`config.mk`:
```
export PLATFORM = sky130hd
export DESIGN_NAME = data_mem_responder
export DESIGN_NICKNAME = d
export VERILOG_FILES = /design/src/rtl/dmem_pkg.sv /design/src/rtl/dmem_mmio_regs.sv /design/src/rtl/data_mem_responder.sv
export SDC_FILE = /design/constraint.sdc
export NUM_CORES = 2
export LEC_CHECK = 0
export ABC_CLOCK_PERIOD_IN_PS = 4600
export BUFFER_PORTS_ARGS = -buffer_cell sky130_fd_sc_hd__clkbuf_2
export CAP_MARGIN = 30
export CORE_MARGIN = 5
export CORE_UTILIZATION = 30
export DETAILED_ROUTE_END_ITERATION = 12
export SLEW_MARGIN = 20
export SYNTH_ARGS = -nofsm -noshare
export SYNTH_HDL_FRONTEND = slang
export SYNTH_SLANG_ARGS = --single-unit
```
`constraint.sdc`:
```
create_clock -name clk -period 4.6 [get_ports clk]
set_input_delay 0.92 -clock clk [delete_from_list [all_inputs] [get_ports clk]]
set_output_delay 0.92 -clock clk [all_outputs]
set_load 0.03 [all_outputs]
```
`src/rtl/dmem_pkg.sv`:
```
// Shared types and helpers for the data-memory responder: MMIO offsets,
// region decode and byte-lane merge.
package dmem_pkg;

  localparam logic [1:0] OFF_CYCLE   = 2'd0;
  localparam logic [1:0] OFF_SCRATCH = 2'd1;
  localparam logic [1:0] OFF_FCNT    = 2'd2;
  localparam logic [1:0] OFF_FADDR   = 2'd3;

  typedef enum logic [1:0] {HIT_RAM, HIT_MMIO, HIT_NONE} region_t;

  // Misaligned addresses never hit, whatever their upper bits say.
  function automatic region_t decode(input logic [31:0] addr,
                                     input logic [31:0] ram_bytes,
                                     input logic [27:0] mmio_page);
    region_t r;
    r = HIT_NONE;
    if (addr[1:0] == 2'b00) begin
      if (addr < ram_bytes)              r = HIT_RAM;
      else if (addr[31:4] == mmio_page)  r = HIT_MMIO;
    end
    return r;
  endfunction

  function automatic logic [31:0] merge_lanes(input logic [31:0] old_word,
                                              input logic [31:0] new_word,
                                              input logic [3:0]  lanes);
    logic [31:0] r;
    r = old_word;
    for (int i = 0; i < 4; i++) begin
      if (lanes[i]) r[8*i +: 8] = new_word[8*i +: 8];
    end
    return r;
  endfunction

endpackage

```
`src/rtl/dmem_mmio_regs.sv`:
```
// MMIO register window: free-running cycle counter, scratch, saturating
// write-fault counter with last fault address, and the window read mux.
module dmem_mmio_regs
  import dmem_pkg::*;
#(
  parameter int unsigned FAULT_CNT_W = 16
) (
  input  logic        clk,
  input  logic        rst_n,
  input  logic        store_en,
  input  logic        fault_en,
  input  logic [1:0]  offset,
  input  logic [31:0] addr,
  input  logic [31:0] wdata,
  input  logic [3:0]  byte_en,
  output logic [31:0] rdata_c,
  output logic        write_fault
);

  logic [31:0]            cycle_q;
  logic [31:0]            scratch_q;
  logic [31:0]            faddr_q;
  logic [FAULT_CNT_W-1:0] fcnt_q;

  logic wr_cycle_c;
  logic wr_scratch_c;
  logic wr_fcnt_c;

  assign wr_cycle_c   = store_en && (offset == OFF_CYCLE);
  assign wr_scratch_c = store_en && (offset == OFF_SCRATCH);
  assign wr_fcnt_c    = store_en && (offset == OFF_FCNT);

  // A counter store names the value for its own cycle, so the count carries on from it.
  always_ff @(posedge clk or negedge rst_n) begin
    if (!rst_n) begin
      cycle_q     <= '0;
      scratch_q   <= '0;
      faddr_q     <= '0;
      fcnt_q      <= '0;
      write_fault <= 1'b0;
    end else begin
      cycle_q     <= wr_cycle_c ? (wdata + 32'd1) : (cycle_q + 32'd1);
      write_fault <= fault_en;
      if (wr_scratch_c) scratch_q <= merge_lanes(scratch_q, wdata, byte_en);
      if (wr_fcnt_c) begin
        fcnt_q  <= '0;
        faddr_q <= '0;
      end else if (fault_en) begin
        if (fcnt_q != '1) fcnt_q <= fcnt_q + FAULT_CNT_W'(1);
        faddr_q <= addr;
      end
    end
  end

  always_comb begin
    rdata_c = '0;
    unique case (offset)
      OFF_CYCLE:   rdata_c = cycle_q;
      OFF_SCRATCH: rdata_c = scratch_q;
      OFF_FCNT:    rdata_c = 32'(fcnt_q);
      OFF_FADDR:   rdata_c = faddr_q;
      default:     rdata_c = '0;
    endcase
  end

endmodule

```
`src/rtl/data_mem_responder.sv`:
```
// Data-memory responder: word RAM plus MMIO window, zero-latency reads.
// Optional byte-lane stores are enabled by defining BYTE_WRITE_EN.
module data_mem_responder
  import dmem_pkg::*;
#(
  parameter int unsigned DEPTH_WORDS = 64,
  parameter logic [31:0] MMIO_BASE   = 32'h0000_1000,
  parameter int unsigned FAULT_CNT_W = 16
) (
  input  logic        clk,
  input  logic        reset,
`ifdef BYTE_WRITE_EN
  input  logic [3:0]  byte_en,
`endif
  input  logic        write_enable,
  input  logic [31:0] WriteAddress,
  input  logic [31:0] WriteData,
  output logic [31:0] ReadData,
  output logic        write_fault
);

  localparam int unsigned AW        = $clog2(DEPTH_WORDS);
  localparam logic [31:0] RAM_BYTES = 32'(4 * DEPTH_WORDS);

  logic [31:0]   mem [DEPTH_WORDS];
  logic [3:0]    lanes_c;
  logic [AW-1:0] widx_c;
  region_t       region_c;
  logic          store_c;
  logic [31:0]   mmio_rdata_c;

`ifdef BYTE_WRITE_EN
  assign lanes_c = byte_en;
`else
  assign lanes_c = 4'hF;
`endif

  // An empty lane mask makes the whole access a plain read, fault logic included.
  assign store_c  = write_enable && (lanes_c != 4'h0);
  assign region_c = decode(WriteAddress, RAM_BYTES, MMIO_BASE[31:4]);
  assign widx_c   = WriteAddress[AW+1:2];

  // RAM has no reset; stores are held off while reset is asserted.
  always_ff @(posedge clk) begin
    if (reset && store_c && (region_c == HIT_RAM)) begin
      mem[widx_c] <= merge_lanes(mem[widx_c], WriteData, lanes_c);
    end
  end

  dmem_mmio_regs #(
    .FAULT_CNT_W (FAULT_CNT_W)
  ) u_mmio (
    .clk         (clk),
    .rst_n       (reset),
    .store_en    (store_c && (region_c == HIT_MMIO)),
    .fault_en    (store_c && (region_c == HIT_NONE)),
    .offset      (WriteAddress[3:2]),
    .addr        (WriteAddress),
    .wdata       (WriteData),
    .byte_en     (lanes_c),
    .rdata_c     (mmio_rdata_c),
    .write_fault (write_fault)
  );

  always_comb begin
    ReadData = '0;
    if (reset) begin
      unique case (region_c)
        HIT_RAM:  ReadData = mem[widx_c];
        HIT_MMIO: ReadData = mmio_rdata_c;
        default:  ReadData = '0;
      endcase
    end
  end

endmodule

```
==> metrics.txt <==
initial antenna violation count=19; worst reg-to-reg path cell count=7; Post-synth ARST share=0.0523; Max-cap violations=0; Hold Path Class=primary input to asynchronous set/reset pin; CTS Buf Count=approximately 220; gr usage total=0.171; final worst setup slack=between 0.008 and 0.009 ns; I/O pins=100; Placer Congestion=0.898; Arr. time, crit path=3.67 ns; vias in the first global route=around 44,000; drt total wl=257,000 um; ranking of synthesized cells by area=edfxtp_1, mux4_2, dfrtp_1; cell area after synthesis=between 80,000 and 90,000 um^2; Finished Layout Cells=8,498; WP data required=between 3 and 4 ns; die width=approximately 540 um; synthesized net count=approximately 4,000; NumNets Final=roughly 4,600; first-pass GRT wire length=approximately 360,000 um; YS warnings=0; DRC=0; slew margin rel.=0.341; Post-synth top flop=edfxtp_1; grt peak-use layer=met2; row count=~200; sequential area share after synthesis=0.758; Fin. Hold Viols=0; status=finished, final reports clean; CP Class=primary input to primary output; LEAKAGE=between 30 and 40 nW; H-tree levels=4; area leader, netlist=edfxtp_1; Seq cells post-synth=about 2,200; clk root buf=clkbuf_16; CTS sink cnt=~2,200; Pwr Density=405 nW/um^2; Post-Syn Area per Cell=21.6 um^2; pre-CTS setup slack=-0.771 ns; EDFF count, synth=about 2,000; DR vias/cell=around 5.3; die footprint=roughly 290,000 um^2; largest net degree at the start of global routing=between 100 and 150; GRT met2 Usage=0.267; cell total after placement=a little over 8,000; Area growth syn-to-layout=20.6%; final setup violation count=0; Final Util=0.363; Detail Placement HPWL=about 160,000 um; Fmax achieved=about 0.22 GHz; Startpoint Class=primary input; fin. max-slew vios=0; starting DRC count in detailed routing=roughly 6,200; Max rail drop VDD=around 0.00034 V; CTS tree=done; Synth Instances=3,928; Initial Util=0.301; grt met3 use=0.0438; Die H=roughly 540 um; Max Clock Skew=between 0.03 and 0.04 ns; antenna viol nets, final=0; Vias=around 45,000; crit-path max FO=20; clock slew at reported path FFs=roughly 0.06 ns; CP endpoint kind=primary output; share of cells above drive strength 1=0.358; period utilisation layout=0.998; I/O Buffers=between 90 and 100; Max Root-Sink Buffers=3; worst skew pair latency=about 0.84 ns; DRT Pass-1 Iters=5; grt met1 use=0.237; measured slew at the worst slew-check pin=roughly 1 ns; GRT overflow=0; count of different cell masters after synthesis=64; Synth top area share=0.725; Core ar.=approximately 280,000 um^2; DR WL/cell=30.2 um; RSZ-0062 raised after global routing=true; min Tclk post-route=between 4 and 5 ns
cells by family (layout without fill, tap and decap cells):
logic type,count (synthesis),in the layout,share of synthesized area
flops,2161,2161,0.758
mux,751,751,0.179
simple gates,553,553,0.0299
buf+inv,230,1050,0.0135
compound gates,179,179,0.0141
xor+xnor,52,52,0.00537
fa+ha+maj,2,2,0.000295
other cells,0,7,0
cells in the mapped netlist, types with 13 or more instances:
| library cell | n |
|---|---|
| mux4_2 | 607 |
| buf_4 | 44 |
| nor2_1 | 222 |
| xor2_1 | 25 |
| nor3_1 | 23 |
| o221ai_1 | 16 |
| a221oi_1 | 18 |
| o21ai_0 | 32 |
| mux2_2 | 36 |
| nand2_1 | 147 |
| nand3_1 | 60 |
| buf_2 | 71 |
| clkbuf_1 | 71 |
| and3_1 | 15 |
| a31oi_1 | 17 |
| a21oi_1 | 32 |
| nand4_1 | 31 |
| buf_1 | 20 |
| o22ai_1 | 13 |
| xnor2_1 | 27 |
| mux2i_1 | 108 |
| inv_1 | 17 |
| edfxtp_1 | 2048 |
| dfrtp_1 | 113 |
metal layers:
layer | routed length, um | share of wire
met2 | 119000 | 0.46
met5 | 41 | 0.00016
met3 | 26500 | 0.10
met4 | 7700 | 0.030
met1 | 104000 | 0.40
cell usage in the layout, fill, tap and decap left out, types with 16 or more instances in the layout:
cell type  synthesis  final
edfxtp_1        2048   2048
mux4_2           607    607
buf_4             44    403
clkbuf_16          0    225
nor2_1           222    153
nand2_1          147    146
dfrtp_1          113    113
buf_12             0    106
mux2i_1          108    102
clkbuf_2           1     88
nor2_4             0     64
nand3_1           60     59
clkinv_2           0     58
clkinv_1           1     51
clkbuf_1          71     40
mux2_2            36     36
o21ai_0           32     32
nand4_1           31     31
a21oi_1           32     30
xnor2_1           27     27
xor2_1            25     25
nor3_1            23     23
a221oi_1          18     18
bufinv_16          0     18
a31oi_1           17     16
registers in the layout, summed over array words and instances, names as in the netlist:
register            cells
mem                  2048
u_mmio.cycle_q         32
u_mmio.faddr_q         32
u_mmio.scratch_q       32
u_mmio.fcnt_q          16
u_mmio.write_fault      1
critical path, stage by stage:
cell	delay, ns
buf_16	0.17
buf_12	0.19
buf_16	0.21
buf_12	0.16
mux4_2	0.53
mux4_2	0.59
o221ai_1	0.26
buf_4	0.19
nand2_1	0.16
clkbuf_2	0.23
stage by stage:
stage	hold WS [ns]	TNS, ns	area [um^2]	total power, mW
3_5_place_dp	0.488	-4.87	94700	24.4
4_1_cts	0.254	-0.0708	102000	41.7
3_3_place_gp	0.480	-4.48	94700	24.4
2_1_floorplan	0.463	0	84800	23.1
5_1_grt	0.311	-0.0627	102000	42.7
6_report	0.279	0	102000	41.5
power breakdown:
part | internal [mW] | switching (mW) | total (mW)
clock | 9.80 | 7.60 | 17.4
combinational | 0.965 | 1.47 | 2.43
sequential | 21.6 | 0.0615 | 21.6
total | 32.3 | 9.13 | 41.5
cell type report:
class | instances | area [um^2]
repair buffers | 623 | 6130
multi-input cells | 1537 | 20100
flip-flops and latches | 2161 | 64300
fillers | 25600 | 179000
inverters | 19 | 78.8
well taps | 3743 | 4680
clock inverters | 148 | 1340
diodes | 7 | 17.5
clock buffers | 260 | 5660
final timing paths:
check / from / endpoint / slack (ns)
worst max-delay path: WriteAddress[2] / ReadData[6] / 0.009
worst min-delay path: reset / u_mmio.faddr_q[15]$_DFFE_PN0P_ / 0.28
worst max register to register: u_mmio.cycle_q[4]$_DFF_PN0_ / u_mmio.cycle_q[31]$_DFF_PN0_ / 2.05
worst min register to register: u_mmio.scratch_q[15]$_DFFE_PN0P_ / u_mmio.scratch_q[15]$_DFFE_PN0P_ / 0.50
max in group asynchronous: reset / u_mmio.cycle_q[30]$_DFF_PN0_ / 3.81
min in group clk: WriteAddress[17] / u_mmio.faddr_q[17]$_DFFE_PN0P_ / 0.38
timing repair:
item	4_1_cts	5_1_grt
hold buffers	0	0
setup endpoints to repair	28	18
resized for setup	43	20
buffers inserted	0	5
pin swaps	4	4
cloned	2	5
(Power assumes the default switching activity.)
